==> config.mk <==
export PLATFORM = sky130hd
export DESIGN_NAME = pwm_channel_bank_flat
export DESIGN_NICKNAME = d
export VERILOG_FILES = /design/src/rtl/pwm_channel_bank_if.sv /design/src/rtl/pwm_channel_bank.sv /design/src/flat_wrapper.sv
export SDC_FILE = /design/constraint.sdc
export NUM_CORES = 1
export LEC_CHECK = 0
export BUFFER_PORTS_ARGS = -buffer_cell sky130_fd_sc_hd__buf_2
export CORE_UTILIZATION = 55
export DETAILED_ROUTE_END_ITERATION = 8
export PLACE_DENSITY = 0.84
export SETUP_SLACK_MARGIN = 0.5
export SYNTH_ARGS = -nofsm -noshare
export SYNTH_HDL_FRONTEND = slang
export SYNTH_SLANG_ARGS = --single-unit
==> constraint.sdc <==
create_clock -name clock -period 3 [get_ports clock]
set_input_delay 0.15 -clock clock [delete_from_list [all_inputs] [get_ports clock]]
set_output_delay 0.15 -clock clock [all_outputs]
set_load 0.02 [all_outputs]
==> src/rtl/pwm_channel_bank_if.sv <==
// Configuration port of the PWM channel bank: shadow-register writes and the
// commit request/acknowledge pair.
interface pwm_channel_bank_if #(
    parameter int unsigned WIDTH = 32
);
    localparam int unsigned ADDR_W = 4;

    logic              cfg_write;
    logic [ADDR_W-1:0] cfg_addr;
    logic [WIDTH-1:0]  cfg_data;
    logic              cfg_commit;
    logic              commit_pending;

    modport master (
        output cfg_write,
        output cfg_addr,
        output cfg_data,
        output cfg_commit,
        input  commit_pending
    );

    modport slave (
        input  cfg_write,
        input  cfg_addr,
        input  cfg_data,
        input  cfg_commit,
        output commit_pending
    );
endinterface

==> src/rtl/pwm_channel_bank.sv <==
// Multi-channel PWM generator: one shared period counter, per-channel duty compare,
// double-buffered period/duty registers that only take effect at a cycle boundary.
module pwm_channel_bank #(
    parameter int unsigned WIDTH          = 32,
    parameter int unsigned CHANNELS       = 4,
    parameter int unsigned INITIAL_PERIOD = 100,
    parameter int unsigned INITIAL_DUTY   = 50
) (
    input  logic                clock,
    input  logic                reset,
    input  logic                enable,
    pwm_channel_bank_if.slave   cfg,
    output logic [CHANNELS-1:0] out,
    output logic                cycle_end,
    output logic [WIDTH-1:0]    count
);
    localparam int unsigned     ADDR_W       = 4;
    localparam logic [WIDTH-1:0] RESET_PERIOD = WIDTH'(INITIAL_PERIOD);
    localparam logic [WIDTH-1:0] RESET_DUTY   = WIDTH'(INITIAL_DUTY);

    logic [WIDTH-1:0]                count_q;
    logic [WIDTH-1:0]                period_active;
    logic [WIDTH-1:0]                period_shadow;
    logic [WIDTH-1:0]                period_shadow_nxt;
    logic [CHANNELS-1:0][WIDTH-1:0]  duty_active;
    logic [CHANNELS-1:0][WIDTH-1:0]  duty_shadow;
    logic [CHANNELS-1:0][WIDTH-1:0]  duty_shadow_nxt;
    logic                            pending_q;
    logic                            commit_req_c;
    logic                            apply_c;

    assign count              = count_q;
    assign cfg.commit_pending = pending_q;

    // Terminal count; never asserted while held, so a held bank flushes commits via ~enable.
    assign cycle_end    = enable & (count_q >= period_active);
    assign commit_req_c = pending_q | cfg.cfg_commit;
    assign apply_c      = commit_req_c & (cycle_end | ~enable);

    // Shadow write decode; the result also feeds the active load so a same-cycle write is included.
    always_comb begin
        period_shadow_nxt = period_shadow;
        duty_shadow_nxt   = duty_shadow;
        if (cfg.cfg_write) begin
            if (cfg.cfg_addr == '0) begin
                period_shadow_nxt = cfg.cfg_data;
            end
            for (int unsigned k = 0; k < CHANNELS; k++) begin
                if (cfg.cfg_addr == ADDR_W'(k + 1)) begin
                    duty_shadow_nxt[k] = cfg.cfg_data;
                end
            end
        end
    end

    // Zero-latency compare outputs, forced low while held.
    always_comb begin
        out = '0;
        for (int unsigned k = 0; k < CHANNELS; k++) begin
            out[k] = enable & (count_q < duty_active[k]);
        end
    end

    always_ff @(posedge clock) begin
        if (reset) begin
            count_q       <= '0;
            period_active <= RESET_PERIOD;
            period_shadow <= RESET_PERIOD;
            duty_active   <= {CHANNELS{RESET_DUTY}};
            duty_shadow   <= {CHANNELS{RESET_DUTY}};
            pending_q     <= 1'b0;
        end else begin
            period_shadow <= period_shadow_nxt;
            duty_shadow   <= duty_shadow_nxt;
            if (apply_c) begin
                period_active <= period_shadow_nxt;
                duty_active   <= duty_shadow_nxt;
            end
            pending_q <= commit_req_c & ~apply_c;
            // Active period only changes at a wrap or while held, so count never overshoots it.
            if (cycle_end | ~enable) begin
                count_q <= '0;
            end else begin
                count_q <= count_q + WIDTH'(1);
            end
        end
    end
endmodule

==> src/flat_wrapper.sv <==
// flat-port wrapper written by rule: the top's interface ports become plain ports
module pwm_channel_bank_flat 
#(
    parameter int unsigned WIDTH          = 32,
    parameter int unsigned CHANNELS       = 4,
    parameter int unsigned INITIAL_PERIOD = 100,
    parameter int unsigned INITIAL_DUTY   = 50
)
  (clock, reset, enable, out, cycle_end, count, cfg_cfg_write, cfg_cfg_addr, cfg_cfg_data, cfg_cfg_commit, cfg_commit_pending);
  pwm_channel_bank_if #(.WIDTH(WIDTH)) cfg_i ();
  input  logic clock;
  input  logic reset;
  input  logic enable;
  output logic [CHANNELS-1:0] out;
  output logic cycle_end;
  output logic [WIDTH-1:0] count;
  input wire logic [$bits(cfg_i.cfg_write)-1:0] cfg_cfg_write;
  input wire logic [$bits(cfg_i.cfg_addr)-1:0] cfg_cfg_addr;
  input wire logic [$bits(cfg_i.cfg_data)-1:0] cfg_cfg_data;
  input wire logic [$bits(cfg_i.cfg_commit)-1:0] cfg_cfg_commit;
  output wire logic [$bits(cfg_i.commit_pending)-1:0] cfg_commit_pending;
  assign cfg_i.cfg_write = cfg_cfg_write;
  assign cfg_i.cfg_addr = cfg_cfg_addr;
  assign cfg_i.cfg_data = cfg_cfg_data;
  assign cfg_i.cfg_commit = cfg_cfg_commit;
  assign cfg_commit_pending = cfg_i.commit_pending;
  pwm_channel_bank #(.WIDTH(WIDTH), .CHANNELS(CHANNELS), .INITIAL_PERIOD(INITIAL_PERIOD), .INITIAL_DUTY(INITIAL_DUTY)) u_core (.clock(clock), .reset(reset), .enable(enable), .cfg(cfg_i), .out(out), .cycle_end(cycle_end), .count(count));
endmodule
==> metrics.md <==
| Metric | Value |
|---|---|
| Max clock buf depth | `3` |
| Reg-to-reg slack, setup | `-0.13 ns` |
| Yosys cell types | `45` |
| Critical path class | `reg2out` |
| VDD IR max | `0.4405 mV` |
| Met3 routed WL | `8.380 mm` |
| Synthesized flop and latch total | `around 350` |
| CTS buffer count | `37` |
| Syn avg cell area | `between 8 and 9 um^2` |
| H-tree depth | `2` |
| First-pass GRT wire length | `77.47 mm` |
| Tmin final | `3.248 ns` |
| Die area | `approximately 0.029 mm^2` |
| CTS root buf | `clkbuf_16` |
| Worst slew pin tran | `1.103 ns` |
| Post-route met1 wirelength | `around 21 mm` |
| Vias in the first global route | `approximately 15k` |
| Worst path most repeated cell | `a21o_1` |
| Clock sinks | `353` |
| WL final | `between 60 and 70 mm` |
| Initial Util | `0.5595` |
| Die W | `170.3 um` |
| Required time worst endpoint | `2.85 ns` |
| Drt first pass iters | `9` |
| Outcome | `finished, violations left` |
| Clk_lat worst skew | `approximately 0.55 ns` |
| Placed Instances | `2179` |
| HP Class | `in2reg` |
| Routed wl met2 | `27.02 mm` |
| Seq/Total Area, Yosys | `0.4534` |
| Crit path launch type | `flip-flop` |
| Largest net degree at the start of global routing | `77` |
| Clock-pin slew on the worst setup and hold paths | `0.07 ns` |
| Failing checks | `setup timing` |
| Fin crit share | `1.083` |
| Average routed wire per standard cell | `26.23 um` |
| IO Port Bufs | `78` |
| Fillers | `1691` |
| Vias after detailed routing | `between 15k and 20k` |
| Chip height | `170.3 um` |
| Cell Area, Synth | `0.01559 mm^2` |
| Clock Skew | `0.02331 ns` |
| Hold Fails Final Rpt | `0` |
| RSZ-0062 raised after global routing | `yes` |
| Leakage | `0.008283 uW` |
| Dpl ws | `0.08814 ns` |
| Family with the most delay on the worst path | `compound AO/OA/AOI/OAI gates` |
| Max-slew violations | `0` |
| Setup slack after layout | `-0.2478 ns` |
| Post-Syn Instances | `1766` |
| CP Cell Sequence | `ha_1, a21o_1, a21o_1, a21o_1, a211oi_1, o21ai_0, nand2_1, and3_4, buf_6` |
| Worst path buffer plus inverter count | `1` |
| GRT Resource Usage Total | `0.3426` |
| P per Cell Area | `522.1 mW/mm^2` |
| 1st-iter DRT viols | `2497` |
| Worst Path Max Fanout | `9` |
| Post-route DRC | `0` |
| Slowest CP cell | `dfxtp_2` |
| Post-route ant nets | `0` |
| Max-cap violations | `0` |
| Core outline area | `0.02786 mm^2` |
| Synthesis-to-layout area growth | `29.02%` |
| Syn Nets | `1964` |
| Fmax | `307.9 MHz` |
| I/O Pins | `79` |
| Total gr overflow | `0` |
| Via/cell ratio | `6.764` |
| Critical path arrival | `3.10 ns` |
| Setup crit end kind | `output pin` |
| Initial antenna violation count | `3` |
| Max incr delay on CP | `approximately 0.47 ns` |
| Synth Warn # | `0` |
| Layout cells sized above 1 | `0.1839` |
| Nets | `2150` |
| FP Rows | `61` |
| Layout Cells excl Fill | `about 2.4k` |
| CTS tree | `yes` |
| RD Place Congestion | `approximately 0.9` |
| Pwr Total | `10500 uW` |
| Final setup vio count | `81` |
| Top sig layer | `met4` |
| Slew headroom | `0.2644` |
| DP Wirelength | `between 20 and 30 mm` |
==> report_power, final <==
| part | internal (uW) | switching, uW | total, uW |
|---|---|---|---|
| clock network | 2750 | 2000 | 4750 |
| logic | 437 | 547 | 984 |
| registers | 4740 | 26.8 | 4760 |
==> synth_stat cells (all sizes together) <==
master	number	area [um^2]
or2	3	18.77
o2111ai	2	17.52
a221oi	1	15.01
and3	13	81.33
o21bai	1	7.510
o21ai	41	216.5
a22o	144	1261
nor4	1	12.51
a2bb2oi	15	131.4
o211ai	8	60.06
a31oi	4	25.02
a2111o	1	11.26
dfxtp	353	7067
and4	1	8.760
nand2b	6	37.54
a21oi	187	935.9
o21a	1	7.510
nand2	359	1348
clkbuf	63	236.5
xor2	16	140.1
or3	5	31.28
o32ai	1	8.760
ha	157	1964
a31o	1	8.760
nor2	60	227.7
o311a	1	10.01
a21o	25	187.7
a211oi	10	80.07
o311ai	2	17.52
and2	4	25.02
nand4	31	193.9
nor3	4	20.02
nor2b	7	43.79
xnor2	9	78.83
buf	27	207.7
a2111oi	10	87.58
inv	165	619.3
nand3	27	135.1
==> layout by cell type, fill, tap and decap left out, drive strengths merged, types with 13 or more instances in the layout <==
cell type | Yosys | layout
nand4 | 31 | 31
clkbuf | 63 | 71
a22o | 144 | 144
o21ai | 41 | 41
buf | 27 | 188
a21o | 25 | 25
a2bb2oi | 15 | 15
nand3 | 27 | 27
ha | 157 | 157
nor2 | 60 | 60
dfxtp | 353 | 353
nand2 | 359 | 359
a21oi | 187 | 187
inv | 165 | 166
dlygate4sd3 | 0 | 33
xor2 | 16 | 16
and3 | 13 | 13
==> metrics by stage <==
| step | utilization | cell area (um^2) | setup TNS, ns | hold WS (ns) |
|---|---|---|---|---|
| 4_1_cts | 0.6872 | 19140 | 0 | 0.1919 |
| 3_3_place_gp | 0.5911 | 16470 | 0 | 0.4447 |
| 5_1_grt | 0.7218 | 20110 | -2.918 | 0.2111 |
| 3_5_place_dp | 0.5911 | 16470 | 0 | 0.4531 |
| 2_1_floorplan | - | 15590 | 0 | 0.2906 |
| 6_report | 0.7219 | 20110 | -3.856 | 0.2089 |
==> cell families after synthesis <==
| group | synth area share |
|---|---|
| AO/OA/AOI/OAI | 0.1982 |
| XOR/XNOR | 0.01405 |
| adder cells (fa/ha/maj) | 0.1260 |
| buffers and inverters | 0.06823 |
| flip-flops | 0.4534 |
| AND/OR/NAND/NOR | 0.1401 |
==> registers in the layout, indices dropped and copies added (netlist names) <==
register                   flops
u_core.cfg.commit_pending      1
u_core.count                  32
u_core.duty_active           128
u_core.duty_shadow           128
u_core.period_active          32
u_core.period_shadow          32
==> cell type report <==
type                            count  area (um^2)  share of cell area
Multi-Input combinational cell   1158         8014              0.3985
Tap cell                          378        473.0             0.02352
Antenna cell                        1        2.502           0.0001244
Timing Repair Buffer              237         2669              0.1327
Inverter                          165        624.3             0.03105
Clock inverter                     11        108.9            0.005413
Sequential cell                   353         7102              0.3532
Clock buffer                       55         1116             0.05550
==> what timing repair did <==
action | 4_1_cts | 5_1_grt
resized for setup | 112 | 75
hold buffers | 33 | 0
pin swaps | 38 | 114
hold endpoints to repair | 157 | 0
endpoints found under the setup margin | 170 | 197
setup buffers | 24 | 13
gates cloned | 15 | 27
==> per-layer routing <==
layer,up-vias,GRT usage
li1,6452,-
met1,7464,0.3980
met2,1475,0.5722
met3,559,0.06791
met4,0,0.2295
met5,-,0
==> path summary, 6_finish.rpt <==
check                                                      startpoint  cells after the start                                  end
worst max-delay path                      u_core.count[17]$_SDFF_PP0_                      9                               out[3]
worst min-delay path                                            reset                      2  u_core.period_shadow[30]$_SDFF_PP0_
worst max register to register  u_core.period_active[27]$_SDFFE_PP0P_                     14  u_core.duty_active[34]$_SDFFE_PP0P_
worst min register to register      u_core.duty_shadow[59]$_SDFF_PP0_                      2    u_core.duty_shadow[59]$_SDFF_PP0_
Power figures use the tool's default switching activity.
